$ cat src/rtl/beam_mode_sequencer.sv
// beam_mode_sequencer
// Programs the programmable beam registers of the beamcounter from a built-in
// mode table (PAL, NTSC, 31 kHz). It shares the custom-register write path with
// the CPU. CPU writes always own their cycle; a table write that collides with a
// CPU write on a slot moves to the next slot.
module beam_mode_sequencer #(
   parameter logic [7:0] IDLE_ADDR = 8'hFF
) (
   input  logic        clk,
   input  logic        reset_n,
   input  logic        clk7_en,
   input  logic        cck,
   input  logic        start,
   input  logic [1:0]  mode_sel,
   input  logic        cpu_wr,
   input  logic [7:0]  cpu_reg_address_in,
   input  logic [15:0] cpu_data_in,
   output logic        reg_wr,
   output logic [7:0]  reg_address_out,
   output logic [15:0] data_out,
   output logic        busy,
   output logic        done,
   output logic        err
);

   localparam int DATA_W = 16;
   localparam int ADDR_W = 8;

   typedef enum logic [1:0] {
      IDLE = 2'd0,
      RUN  = 2'd1,
      FIN  = 2'd2
   } state_t;

   state_t           state, state_nxt;
   logic [1:0]       mode_q, mode_nxt;
   logic [3:0]       index_q, index_nxt;
   logic [3:0]       count_q, count_nxt;
   logic             last_p1, last_nxt;
   logic             err_nxt;
   logic             slot;
   logic             tbl_wr;
   logic [ADDR_W+DATA_W-1:0] tbl_entry_p0;

   // Mode table: {word address, data}. BEAMCON0 is always the final entry so
   // VARBEAMEN only turns on once every timing register holds its new value.
   function automatic logic [ADDR_W+DATA_W-1:0] table_entry(
      input logic [1:0] mode,
      input logic [3:0] idx
   );
      logic [ADDR_W+DATA_W-1:0] e;
      e = {IDLE_ADDR, 16'h0000};
      case (mode)
         2'd0: e = {8'hEE, 16'h0020};          // BEAMCON0: PAL
         2'd1: e = {8'hEE, 16'h0000};          // BEAMCON0: NTSC
         2'd2: begin
            case (idx)
               4'd0:  e = {8'hE0, 16'h0071};   // HTOTAL
               4'd1:  e = {8'hEF, 16'h0008};   // HSSTRT
               4'd2:  e = {8'hE1, 16'h001C};   // HSSTOP
               4'd3:  e = {8'hE2, 16'h0001};   // HBSTRT
               4'd4:  e = {8'hE3, 16'h0021};   // HBSTOP
               4'd5:  e = {8'hF1, 16'h0046};   // HCENTER
               4'd6:  e = {8'hE4, 16'h020C};   // VTOTAL
               4'd7:  e = {8'hF0, 16'h0000};   // VSSTRT
               4'd8:  e = {8'hE5, 16'h0003};   // VSSTOP
               4'd9:  e = {8'hE6, 16'h0000};   // VBSTRT
               4'd10: e = {8'hE7, 16'h0019};   // VBSTOP
               4'd11: e = {8'hEE, 16'h1B88};   // BEAMCON0: 31 kHz, VARBEAMEN
               default: e = {IDLE_ADDR, 16'h0000};
            endcase
         end
         default: e = {IDLE_ADDR, 16'h0000};
      endcase
      return e;
   endfunction

   assign slot         = clk7_en & ~cck;
   assign tbl_entry_p0 = table_entry(mode_q, index_q);
   assign busy         = (state != IDLE);
   assign done         = (state == FIN);

   // State register and sequence bookkeeping
   always_ff @(posedge clk) begin
      if (!reset_n) begin
         state   <= IDLE;
         mode_q  <= 2'd0;
         index_q <= 4'd0;
         count_q <= 4'd0;
         last_p1 <= 1'b0;
         err     <= 1'b0;
      end else begin
         state   <= state_nxt;
         mode_q  <= mode_nxt;
         index_q <= index_nxt;
         count_q <= count_nxt;
         last_p1 <= last_nxt;
         err     <= err_nxt;
      end
   end

   // Next-state logic; a table write only takes a slot the CPU leaves free
   always_comb begin
      state_nxt = state;
      mode_nxt  = mode_q;
      index_nxt = index_q;
      count_nxt = count_q;
      last_nxt  = 1'b0;
      err_nxt   = 1'b0;
      tbl_wr    = 1'b0;
      case (state)
         IDLE: begin
            if (start) begin
               if (mode_sel == 2'd3) begin
                  err_nxt = 1'b1;
               end else begin
                  mode_nxt  = mode_sel;
                  index_nxt = 4'd0;
                  count_nxt = (mode_sel == 2'd2) ? 4'd12 : 4'd1;
                  state_nxt = RUN;
               end
            end
         end
         RUN: begin
            if (last_p1) begin
               // last entry is on the bus this cycle; done follows next cycle
               state_nxt = FIN;
            end else if (slot && !cpu_wr) begin
               tbl_wr = 1'b1;
               if (index_q == count_q - 4'd1) begin
                  last_nxt = 1'b1;
               end else begin
                  index_nxt = index_q + 4'd1;
               end
            end
         end
         FIN: begin
            state_nxt = IDLE;
         end
         default: begin
            state_nxt = IDLE;
         end
      endcase
   end

   // Registered output mux: CPU first, then table, otherwise park on IDLE_ADDR
   always_ff @(posedge clk) begin
      if (!reset_n) begin
         reg_wr          <= 1'b0;
         reg_address_out <= IDLE_ADDR;
         data_out        <= '0;
      end else if (cpu_wr) begin
         reg_wr          <= 1'b1;
         reg_address_out <= cpu_reg_address_in;
         data_out        <= cpu_data_in;
      end else if (tbl_wr) begin
         reg_wr          <= 1'b1;
         reg_address_out <= tbl_entry_p0[ADDR_W+DATA_W-1:DATA_W];
         data_out        <= tbl_entry_p0[DATA_W-1:0];
      end else begin
         reg_wr          <= 1'b0;
         reg_address_out <= IDLE_ADDR;
         data_out        <= '0;
      end
   end

endmodule

$ cat config.mk
export PLATFORM = sky130hd
export DESIGN_NAME = beam_mode_sequencer
export DESIGN_NICKNAME = d
export VERILOG_FILES = /design/src/rtl/beam_mode_sequencer.sv
export SDC_FILE = /design/constraint.sdc
export NUM_CORES = 1
export LEC_CHECK = 0
export ABC_CLOCK_PERIOD_IN_PS = 5380
export CORE_MARGIN = 1.5
export CORE_UTILIZATION = 50
export CTS_BUF_LIST = sky130_fd_sc_hd__clkbuf_8
export DETAILED_ROUTE_END_ITERATION = 12
export PLACE_DENSITY = 0.9
export SYNTH_ARGS = -nofsm -noshare
export SYNTH_HDL_FRONTEND = slang
export SYNTH_SLANG_ARGS = --single-unit
$ cat constraint.sdc
create_clock -name clk -period 5.38 [get_ports clk]
set_input_delay 1.076 -clock clk [delete_from_list [all_inputs] [get_ports clk]]
set_output_delay 1.076 -clock clk [all_outputs]
set_load 0.05 [all_outputs]
==> flow_metrics.py <==
metrics = {
    "routing": {
        "first_iter_violations": 110,
        "routed_wl_um": 4020,
        "detailedRoute.firstPassIterationCount": 4,
        "antenna_violating_nets_post_route": 0,
        "avgViaCountPerCell": 5.20,
        "route.detailed.wl_per_inst_um": 13.2,
        "via_count": 1580,
        "drc_errors": 0,
    },
    "job": {
        "drv_cap": 0,
    },
    "cts": {
        "clk_transition_reported_paths_ns": 0.09,
        "ctsHtreeMaxLevel": 2,
        "cts-resized-gates": 0,
        "clock-root-buffer": "clkbuf_8",
        "worst_skew_pair.late_latency_ns": 0.30,
        "cts_buffers": 5,
        "ctsHoldBuffers": 0,
        "cts.path.max_buffers": 2,
        "clkSinkCount": 51,
        "tritoncts": "yes",
        "postCtsSetupBuffers": 0,
    },
    "grt": {
        "global_route.usage.total_pct": 19.6,
        "grt_overflow": 0,
        "grt_pass1_vias": 1454,
        "grt_pass1_wl_um": 6420,
        "grt_antenna_before_repair": 0,
        "grt_max_degree": 20,
    },
    "pwr": {
        "net-switching-power_uw": 192,
        "leakage_uw": 0.00112,
        "ir_drop_mv": 0.156,
        "power_per_cell_area_nw_per_um2": 272,
        "internal_power_uw": 532,
        "swShare_pct": 26.5,
        "comb_power_share_pct": 14.0,
        "power_frac_clock_pct": 31.5,
        "p_seq_share_pct": 54.5,
    },
    "min_path": {
        "holdPathEnd": "data_out[9]$_SDFF_PN0_",
        "hold_path_depth": 1,
        "path_type_of_the_worst_min_delay_path": "flop to flop",
    },
    "yosys": {
        "synth_top_cells_by_area": "dfxtp_1 (52%), ha_1 (4.5%), a22o_1 (3.6%)",
        "avgSynthCellArea_um2": 9.93,
        "synthDistinctLibCells": 45,
        "post-synth-top-area-cell": "dfxtp_1",
        "synth_fp_nets": 236,
        "share_of_async_settable_or_async_resettable_flops_after_synthesis_pct": 0,
        "syn-instance-count": 197,
        "synth-seq-area-share_pct": 52.2,
        "synth_enable_flop_cells": 0,
        "ys_dominant_reg_cell": "dfxtp_1",
        "yosysWarningCount": 0,
        "post-synth-top-area-fraction_pct": 52.2,
        "synth-seq-cells": 51,
        "synthesized_cell_area_um2": 1960,
    },
    "die": {
        "die_h_um": 65.6,
        "num_rows": 22,
        "core-area_um2": 3720,
        "dieArea_um2": 4300,
        "boundaryPins": 60,
        "initial_utilization_pct": 52.7,
        "die_w_um": 65.6,
    },
    "worst_setup_path": {
        "cp-start-kind": "input pin",
        "cp_data_arrival_time_ns": 3.68,
        "regToRegSetupSlack_ns": 2.54,
        "setup.worst_path.class": "input pin to flop",
        "cp-end-kind": "flop",
        "timing.rr.start": "count_q[0]$_SDFFE_PN0P_",
        "worst-path-max-fanout": 11,
        "required_time_of_the_critical_path_ns": 5.55,
        "reg2regPathDepth": 8,
    },
    "place": {
        "dpl.hpwl_um": 2910,
        "gp_congestion": 0.837,
        "placement.setup.worst_slack_ns": 1.62,
        "place.port_buffers": 59,
    },
    "sta": {
        "layout_min_cycle_time_ns": 3.51,
        "timing_max_transition_violations_final": 0,
        "fin_tns_setup_ns": 0,
        "final_setup_viols": 0,
        "worstMarginPinSlew_ns": 0.785,
        "finalCritPeriodShare_pct": 65.2,
        "max_freq_mhz": 285,
        "slew-limit-headroom_pct": 47.7,
        "final_hold_viol_count": 0,
        "fin_skew_ns": 0.00930,
        "rsz0062_at_grt": "no",
        "crit_path_setup_slack_layout_ns": 1.87,
    },
    "finish": {
        "layout_area_overhead_pct": 36.2,
        "layout_commonest_cell": "clkdlybuf4s50_1",
        "commonest_cells_after_routing_fill_and_taps_aside": "clkdlybuf4s50_1 (59), dfxtp_1 (51), nor2_1 (16), nand2_1 (13), a21oi_1 (10)",
        "drive_above_1_share_pct": 5.86,
        "final_nets": 294,
        "n_antenna_cell": 0,
    },
    "run_status": {
        "status": "finished, final reports clean",
    },
}
## power by group through the flow
stage / clock (uW) / sequential, uW / combinational, uW
2_1_floorplan: 0 / 431 / 28.2
3_3_place_gp: 0 / 403 / 99.3
3_5_place_dp: 0 / 403 / 101
4_1_cts: 235 / 394 / 102
5_1_grt: 250 / 395 / 108
6_report: 228 / 394 / 101
## area by class of cell
cell class	instances	area, um^2
timing repair buffer	59	591
tap	48	60.1
sequential	51	1020
inverter	9	33.8
multi-input combinational	129	862
clock inverter	3	28.8
clock buffer	5	68.8
fill	283	1050
## critical path, stage by stage
cell,delay (ns)
clkdlybuf4s50_1,0.51
nor2_1,0.20
nand3_1,0.18
o31a_1,0.35
o21ai_1,0.56
inv_1,0.36
and3_1,0.27
o21bai_2,0.17
## through the flow
| step | instance area, um^2 | instances | hold WS, ns | util [%] | power [uW] |
|---|---|---|---|---|---|
| 2_1_floorplan | 1960 | 197 | 0.413 | - | 459 |
| 3_3_place_gp | 2570 | 296 | 0.425 | 69.1 | 502 |
| 3_5_place_dp | 2570 | 296 | 0.426 | 69.1 | 504 |
| 4_1_cts | 2670 | 304 | 0.449 | 71.7 | 731 |
| 5_1_grt | 2670 | 304 | 0.464 | 71.7 | 754 |
| 6_report | 2670 | 304 | 0.448 | 71.7 | 724 |
## layer usage
metal  share of wire [%]  track usage [%]  vias up
met5                   0                0        -
met4                 1.5             8.07        0
met3                 5.9             5.14        4
met2                  48             31.5       58
met1                  45             25.1      723
li1                    -                -      795
## worst max-delay path by stage
stage,slack (ns),end,start,cells after the start
2_1_floorplan,2.42,flop,start,9
3_3_place_gp,1.76,flop,start,8
3_5_place_dp,1.62,flop,cpu_wr,8
4_1_cts,1.93,flop,cpu_wr,8
5_1_grt,1.67,flop,cpu_wr,8
6_report,1.87,flop,cpu_wr,8
## logic make-up after synthesis
logic type      synth area share (%)
fa+ha+maj                       4.48
mux                             2.11
xor+xnor                       0.895
flops                           52.2
compound gates                  17.2
buf+inv                         3.77
simple gates                    19.4
## cell usage after synthesis, types with 4 or more instances
library cell,instances
nand2_1,13
nand3_1,5
inv_1,8
dfxtp_1,51
a21o_1,4
ha_1,7
a22o_1,8
nor2_1,16
a21oi_1,10
clkbuf_1,5
o21ai_0,5
and2_1,7
and3_1,8
No activity file was read; power rests on OpenSTA's default activity.
